==> src/rtl/seq_1011_pkg.sv <==
// Shared definitions for the serial "1011" link: transmitter states, detector
// tracker states and the pattern itself.
package seq_1011_pkg;

   typedef enum logic [1:0] {
      TX_IDLE  = 2'd0,
      TX_SHIFT = 2'd1,
      TX_GAP   = 2'd2
   } tx_state_t;

   typedef enum logic [2:0] {
      T_IDLE = 3'd0,
      T_1    = 3'd1,
      T_10   = 3'd2,
      T_101  = 3'd3,
      T_1011 = 3'd4
   } trk_state_t;

   localparam logic [3:0] PATTERN = 4'b1011;

endpackage

==> src/rtl/seq_1011_model.sv <==
// Cycle-exact model of the downstream 1011 detector. After a match the
// following bit is consumed without being examined.
module seq_1011_model
   import seq_1011_pkg::*;
(
   input  logic clk,
   input  logic rst,
   input  logic bit_in,
   output logic match
);

   trk_state_t r_state;
   trk_state_t w_next;

   always_ff @(posedge clk) begin
      if (rst) begin
         r_state <= T_IDLE;
      end else begin
         r_state <= w_next;
      end
   end

   // T_1 holds on a repeated 1 so that "11..." prefixes still line up
   always_comb begin
      w_next = T_IDLE;
      case (r_state)
         T_IDLE: w_next = (bit_in == PATTERN[3]) ? T_1    : T_IDLE;
         T_1:    w_next = (bit_in == PATTERN[2]) ? T_10   : T_1;
         T_10:   w_next = (bit_in == PATTERN[1]) ? T_101  : T_IDLE;
         T_101:  w_next = (bit_in == PATTERN[0]) ? T_1011 : T_IDLE;
         T_1011: w_next = T_IDLE;
         default: w_next = T_IDLE;
      endcase
   end

   assign match = (r_state == T_1011);

endmodule

==> src/rtl/seq_1011_gen.sv <==
// Serial pattern transmitter: accepts parallel words over valid/ready and
// shifts them out MSB-first, with optional idle gaps and a golden detector.
module seq_1011_gen
   import seq_1011_pkg::*;
#(
   parameter int W   = 8,
   parameter int GAP = 0,
   parameter int CW  = 16
) (
   input  logic          clk,
   input  logic          rst,
   input  logic [W-1:0]  in_data,
   input  logic          in_valid,
   output logic          in_ready,
   output logic          ser_out,
   output logic          ser_valid,
   output logic          busy,
   output logic          exp_match,
   output logic [CW-1:0] match_cnt
);

   localparam int          BW       = (W > 1) ? $clog2(W) : 1;
   localparam logic [7:0]  GAP_INIT = 8'(GAP);

   function automatic logic [CW-1:0] sat_inc(input logic [CW-1:0] v);
      return (&v) ? v : v + CW'(1);
   endfunction

   tx_state_t     r_state;
   tx_state_t     w_next_state;
   logic [W-1:0]  r_shreg;
   logic [BW-1:0] r_bits_left;
   logic [7:0]    r_gap_cnt;
   logic          r_ser;
   logic          r_ser_valid;
   logic [CW-1:0] r_match_cnt;

   logic w_last_bit;
   logic w_gap_last;
   logic w_accept;
   logic w_match;

   assign w_last_bit = (r_state == TX_SHIFT) && (r_bits_left == '0);
   assign w_gap_last = (r_state == TX_GAP) && (r_gap_cnt == 8'd1);

   // Ready depends only on state and counters so upstream can wait on it freely
   always_comb begin
      in_ready = 1'b0;
      case (r_state)
         TX_IDLE:  in_ready = 1'b1;
         TX_SHIFT: in_ready = w_last_bit && (GAP == 0);
         TX_GAP:   in_ready = w_gap_last;
         default:  in_ready = 1'b0;
      endcase
   end

   assign w_accept = in_valid && in_ready;

   always_comb begin
      w_next_state = r_state;
      if (w_accept) begin
         w_next_state = TX_SHIFT;
      end else begin
         case (r_state)
            TX_SHIFT: if (w_last_bit) w_next_state = (GAP > 0) ? TX_GAP : TX_IDLE;
            TX_GAP:   if (w_gap_last) w_next_state = TX_IDLE;
            default:  w_next_state = r_state;
         endcase
      end
   end

   always_ff @(posedge clk) begin
      if (rst) begin
         r_state <= TX_IDLE;
      end else begin
         r_state <= w_next_state;
      end
   end

   always_ff @(posedge clk) begin
      if (rst) begin
         r_shreg     <= '0;
         r_bits_left <= '0;
         r_gap_cnt   <= '0;
         r_ser       <= 1'b0;
         r_ser_valid <= 1'b0;
      end else if (w_accept) begin
         r_ser       <= in_data[W-1];
         r_ser_valid <= 1'b1;
         r_shreg     <= in_data << 1;
         r_bits_left <= BW'(W - 1);
      end else begin
         case (r_state)
            TX_SHIFT: begin
               if (r_bits_left != '0) begin
                  r_ser       <= r_shreg[W-1];
                  r_shreg     <= r_shreg << 1;
                  r_bits_left <= r_bits_left - BW'(1);
               end else begin
                  r_ser       <= 1'b0;
                  r_ser_valid <= 1'b0;
                  r_gap_cnt   <= GAP_INIT;
               end
            end
            TX_GAP: begin
               r_gap_cnt <= r_gap_cnt - 8'd1;
            end
            default: begin
               r_ser       <= 1'b0;
               r_ser_valid <= 1'b0;
            end
         endcase
      end
   end

   // Tracker sees the line exactly as the receiver does, idle zeros included
   seq_1011_model u_model (
      .clk    (clk),
      .rst    (rst),
      .bit_in (r_ser),
      .match  (w_match)
   );

   always_ff @(posedge clk) begin
      if (rst) begin
         r_match_cnt <= '0;
      end else if (w_match) begin
         r_match_cnt <= sat_inc(r_match_cnt);
      end
   end

   assign ser_out   = r_ser;
   assign ser_valid = r_ser_valid;
   assign busy      = (r_state != TX_IDLE);
   assign exp_match = w_match;
   assign match_cnt = r_match_cnt;

endmodule
==> config.mk <==
export PLATFORM = sky130hd
export DESIGN_NAME = seq_1011_gen
export DESIGN_NICKNAME = d
export VERILOG_FILES = /design/src/rtl/seq_1011_pkg.sv /design/src/rtl/seq_1011_model.sv /design/src/rtl/seq_1011_gen.sv
export SDC_FILE = /design/constraint.sdc
export NUM_CORES = 1
export LEC_CHECK = 0
export CELL_PAD_IN_SITES_DETAIL_PLACEMENT = 0
export CELL_PAD_IN_SITES_GLOBAL_PLACEMENT = 1
export CORE_MARGIN = 1.5
export CORE_UTILIZATION = 42
export CTS_BUF_LIST = sky130_fd_sc_hd__clkbuf_4 sky130_fd_sc_hd__clkbuf_8
export DETAILED_ROUTE_END_ITERATION = 12
export GPL_ROUTABILITY_DRIVEN = 0
export GPL_TIMING_DRIVEN = 0
export PLACE_DENSITY = 0.95
export REMOVE_ABC_BUFFERS = 1
export SYNTH_ARGS = -nofsm -noshare
export SYNTH_HDL_FRONTEND = slang
export SYNTH_SLANG_ARGS = --single-unit
==> constraint.sdc <==
create_clock -name clk -period 5.6 [get_ports clk]
set_clock_uncertainty 0.05 [all_clocks]
set_input_delay 1.68 -clock clk [delete_from_list [all_inputs] [get_ports clk]]
set_output_delay 1.68 -clock clk [all_outputs]
set_load 0.05 [all_outputs]
==> results.md <==
- Status: complete, no violations
- Routed WL: 3215 µm
- Fraction of registers with async set/reset: 0%
- Chip height: 61.96 µm
- TritonCTS clock tree: yes
- Final critical-path share of the clock period: 81.58%
- Worst slew margin: 23.27%
- Largest stage delay on the critical path: 800 ps
- Startpoint types: register
- Vias in the first global route: 1,237
- Hold slack: 416.6 ps
- Post-CTS Setup Inserts: 0
- DIE AREA: 3839 µm²
- 1st-iter DRT viols: 29
- Slowest CP cell: clkdlybuf4s50_1
- Gate Count Post-Synth: 161
- #FFs+latches synth: 32
- Max-Cap Viols: 0
- Gr usage total: 19.55%
- Number of synthesized flops with an enable pin: 0
- WS Path Type: register to output pin
- Data required, critical path: 3870 ps
- Area Overhead vs Synth: 27.33%
- Final ANT Viol Nets: 0
- Fmax: 218.9 MHz
- Most common cell after layout, fill and taps aside: dfxtp_1
- Syn Area/Cell: 9.069 µm²
- Inserted Clock Buffers: 5
- DR vias/cell: 5.643
- Top Ports: 32
- Slew @ Worst Pin: 1147 ps
- WL/cell: 13.51 µm
- Min-Delay Path Class: register to register
- Static Leak: 0.6725 nW
- Number of hold buffers added after CTS: 0
- Buffers & Inverters on Critical Path: 3
- Max rail drop VDD: 0.1316 mV
- H-Tree Level Count: 2
- Final setup viols: 0
- TritonRoute pass-1 iters: 4
- Buffer depth of the longest clock path: 2
- First-pass GRT wire length: 5478 µm
- Clock transition at path regs: 90 ps
- Netlist cell types: 33
- Gate family responsible for the most delay along the worst path: buffers and inverters
- Post-cts resize count: 0
- # port buffers: 31
- Fin nets: 206
- Clk Latency, worst-skew pair: 350 ps
- Slew Limit Fails: 0
- CTS root buf: clkbuf_4
- Seq/Total Area, Yosys: 43.87%
- Critical Path End Type: output pin
- Arr. time, crit path: 2840 ps
- # rows: 21
- Fin. Hold Viols: 0
- CP Cell Sequence: inv_1 > ha_1 > ha_1 > nor2b_1 > inv_1 > clkdlybuf4s50_1
- Total Neg Setup Slack: 0 ps
- Commonest cells after routing, fill and taps aside: 32 x dfxtp_1, 31 x clkdlybuf4s50_1, 17 x nor2_1, 14 x a21oi_1, 11 x a211oi_1
- PwrDens: 237.3 nW/µm²
- Ys flop type: dfxtp_1
- Residual DRC: 0
- Share of layout cells above drive strength 1: 6.250%
- Mapped cell area: 1460 µm²
- CP max FO: 15
- Post-placement cell area: 1794 µm²
- Placeable Area: 3337 µm²
- Clk sinks: 32
- HPWL after DPL: 2307 µm
- Initial cell density of the core: 43.76%
- Pin count of the biggest net entering global routing: 32
- Initial antenna violation count: 0
- Fin crit period: 4569 ps
- DR vias: 1,343
- Finished Cell Area: 1859 µm²
- RSZ-0062 raised after global routing: no
- Gr ovfl total: 0
- Die Width: 61.96 µm
- Synth warn: 0
- Ant diodes: 0
final timing paths:
check	start	cells past startpoint	slack (ps)	to
worst min-delay path	r_shreg[7]$_SDFFE_PP0P_	2	420	ser_out$_SDFF_PP0_
worst max register to register	r_bits_left[0]$_SDFFE_PP0P_	7	3420	r_shreg[5]$_SDFFE_PP0P_
worst min register to register	r_shreg[7]$_SDFFE_PP0P_	2	420	ser_out$_SDFF_PP0_
worst max-delay path	r_bits_left[0]$_SDFFE_PP0P_	6	1030	in_ready
metrics by stage:
| step | std cells | power [mW] | utilization [%] | worst slack (ps) |
|---|---|---|---|---|
| finish | 238 | 0.4413 | 55.72 | 1031 |
| CTS | 238 | 0.4453 | 55.72 | 1006 |
| global placement | 231 | 0.2958 | 53.77 | 1488 |
| global route | 238 | 0.4625 | 55.72 | 819.4 |
| floorplan | 154 | 0.2762 | - | 2314 |
| detailed placement | 231 | 0.2989 | 53.77 | 1408 |
cells by family after synthesis:
family                   after synthesis  synth area share [%]
adder cells (fa/ha/maj)                3                 2.571
AO/OA/AOI/OAI                         38                 17.14
flip-flops                            32                 43.87
AND/OR/NAND/NOR                       67                 26.22
XOR/XNOR                               1                0.5999
multiplexers                           9                 6.256
buffers and inverters                 11                 3.341
synth_stat cells, types with 4 or more instances:
| library cell | n | share of area [%] |
|---|---|---|
| a211oi_1 | 11 | 5.7 |
| a21oi_1 | 14 | 4.8 |
| and4_1 | 4 | 2.4 |
| clkbuf_1 | 4 | 1.0 |
| dfxtp_1 | 32 | 44 |
| inv_1 | 4 | 1.0 |
| mux2i_1 | 8 | 5.5 |
| nand2_1 | 6 | 1.5 |
| nand3_1 | 7 | 2.4 |
| nand4_1 | 4 | 1.7 |
| nor2_1 | 17 | 4.4 |
| nor2b_1 | 4 | 1.7 |
| nor3_1 | 6 | 2.1 |
| o21ai_0 | 5 | 1.7 |
| or3_1 | 8 | 3.4 |
area by class of cell:
type                    instances  area, µm²
flip-flops and latches         32      640.6
multi-input cells             118      770.7
inverters                       4      15.01
clock buffers                   7      65.06
repair buffers                 31      310.3
well taps                      46      57.56
fillers                       317       1478
worst min-delay path, cell delays in order, from the launching register on:
cell     delay (ps)
dfxtp_1         320
nand2_1          50
a21oi_1          50
state kept, by name (all words and copies together) (netlist names):
register,count
match_cnt,16
ser_valid,1
ser_out,1
r_shreg,7
r_bits_left,3
r_state,1
u_model.r_state,3
per-layer routing:
layer  share of wire (%)  GRT usage, %  vias to the layer above
met5                   0             0                        -
met4                 1.3         6.687                        0
met3                 5.8         7.660                        5
met2                  47         31.10                       41
met1                  45         24.14                      636
li1                    -             -                      661
report_power, final:
group | leakage (nW) | total (mW) | switching [mW] | internal (mW)
logic | 0.374 | 0.0498 | 0.0284 | 0.0213
clock network | 0.0374 | 0.148 | 0.0768 | 0.0711
registers | 0.261 | 0.244 | 0.00628 | 0.237
total | 0.673 | 0.441 | 0.112 | 0.330
(Power assumes the default switching activity.)
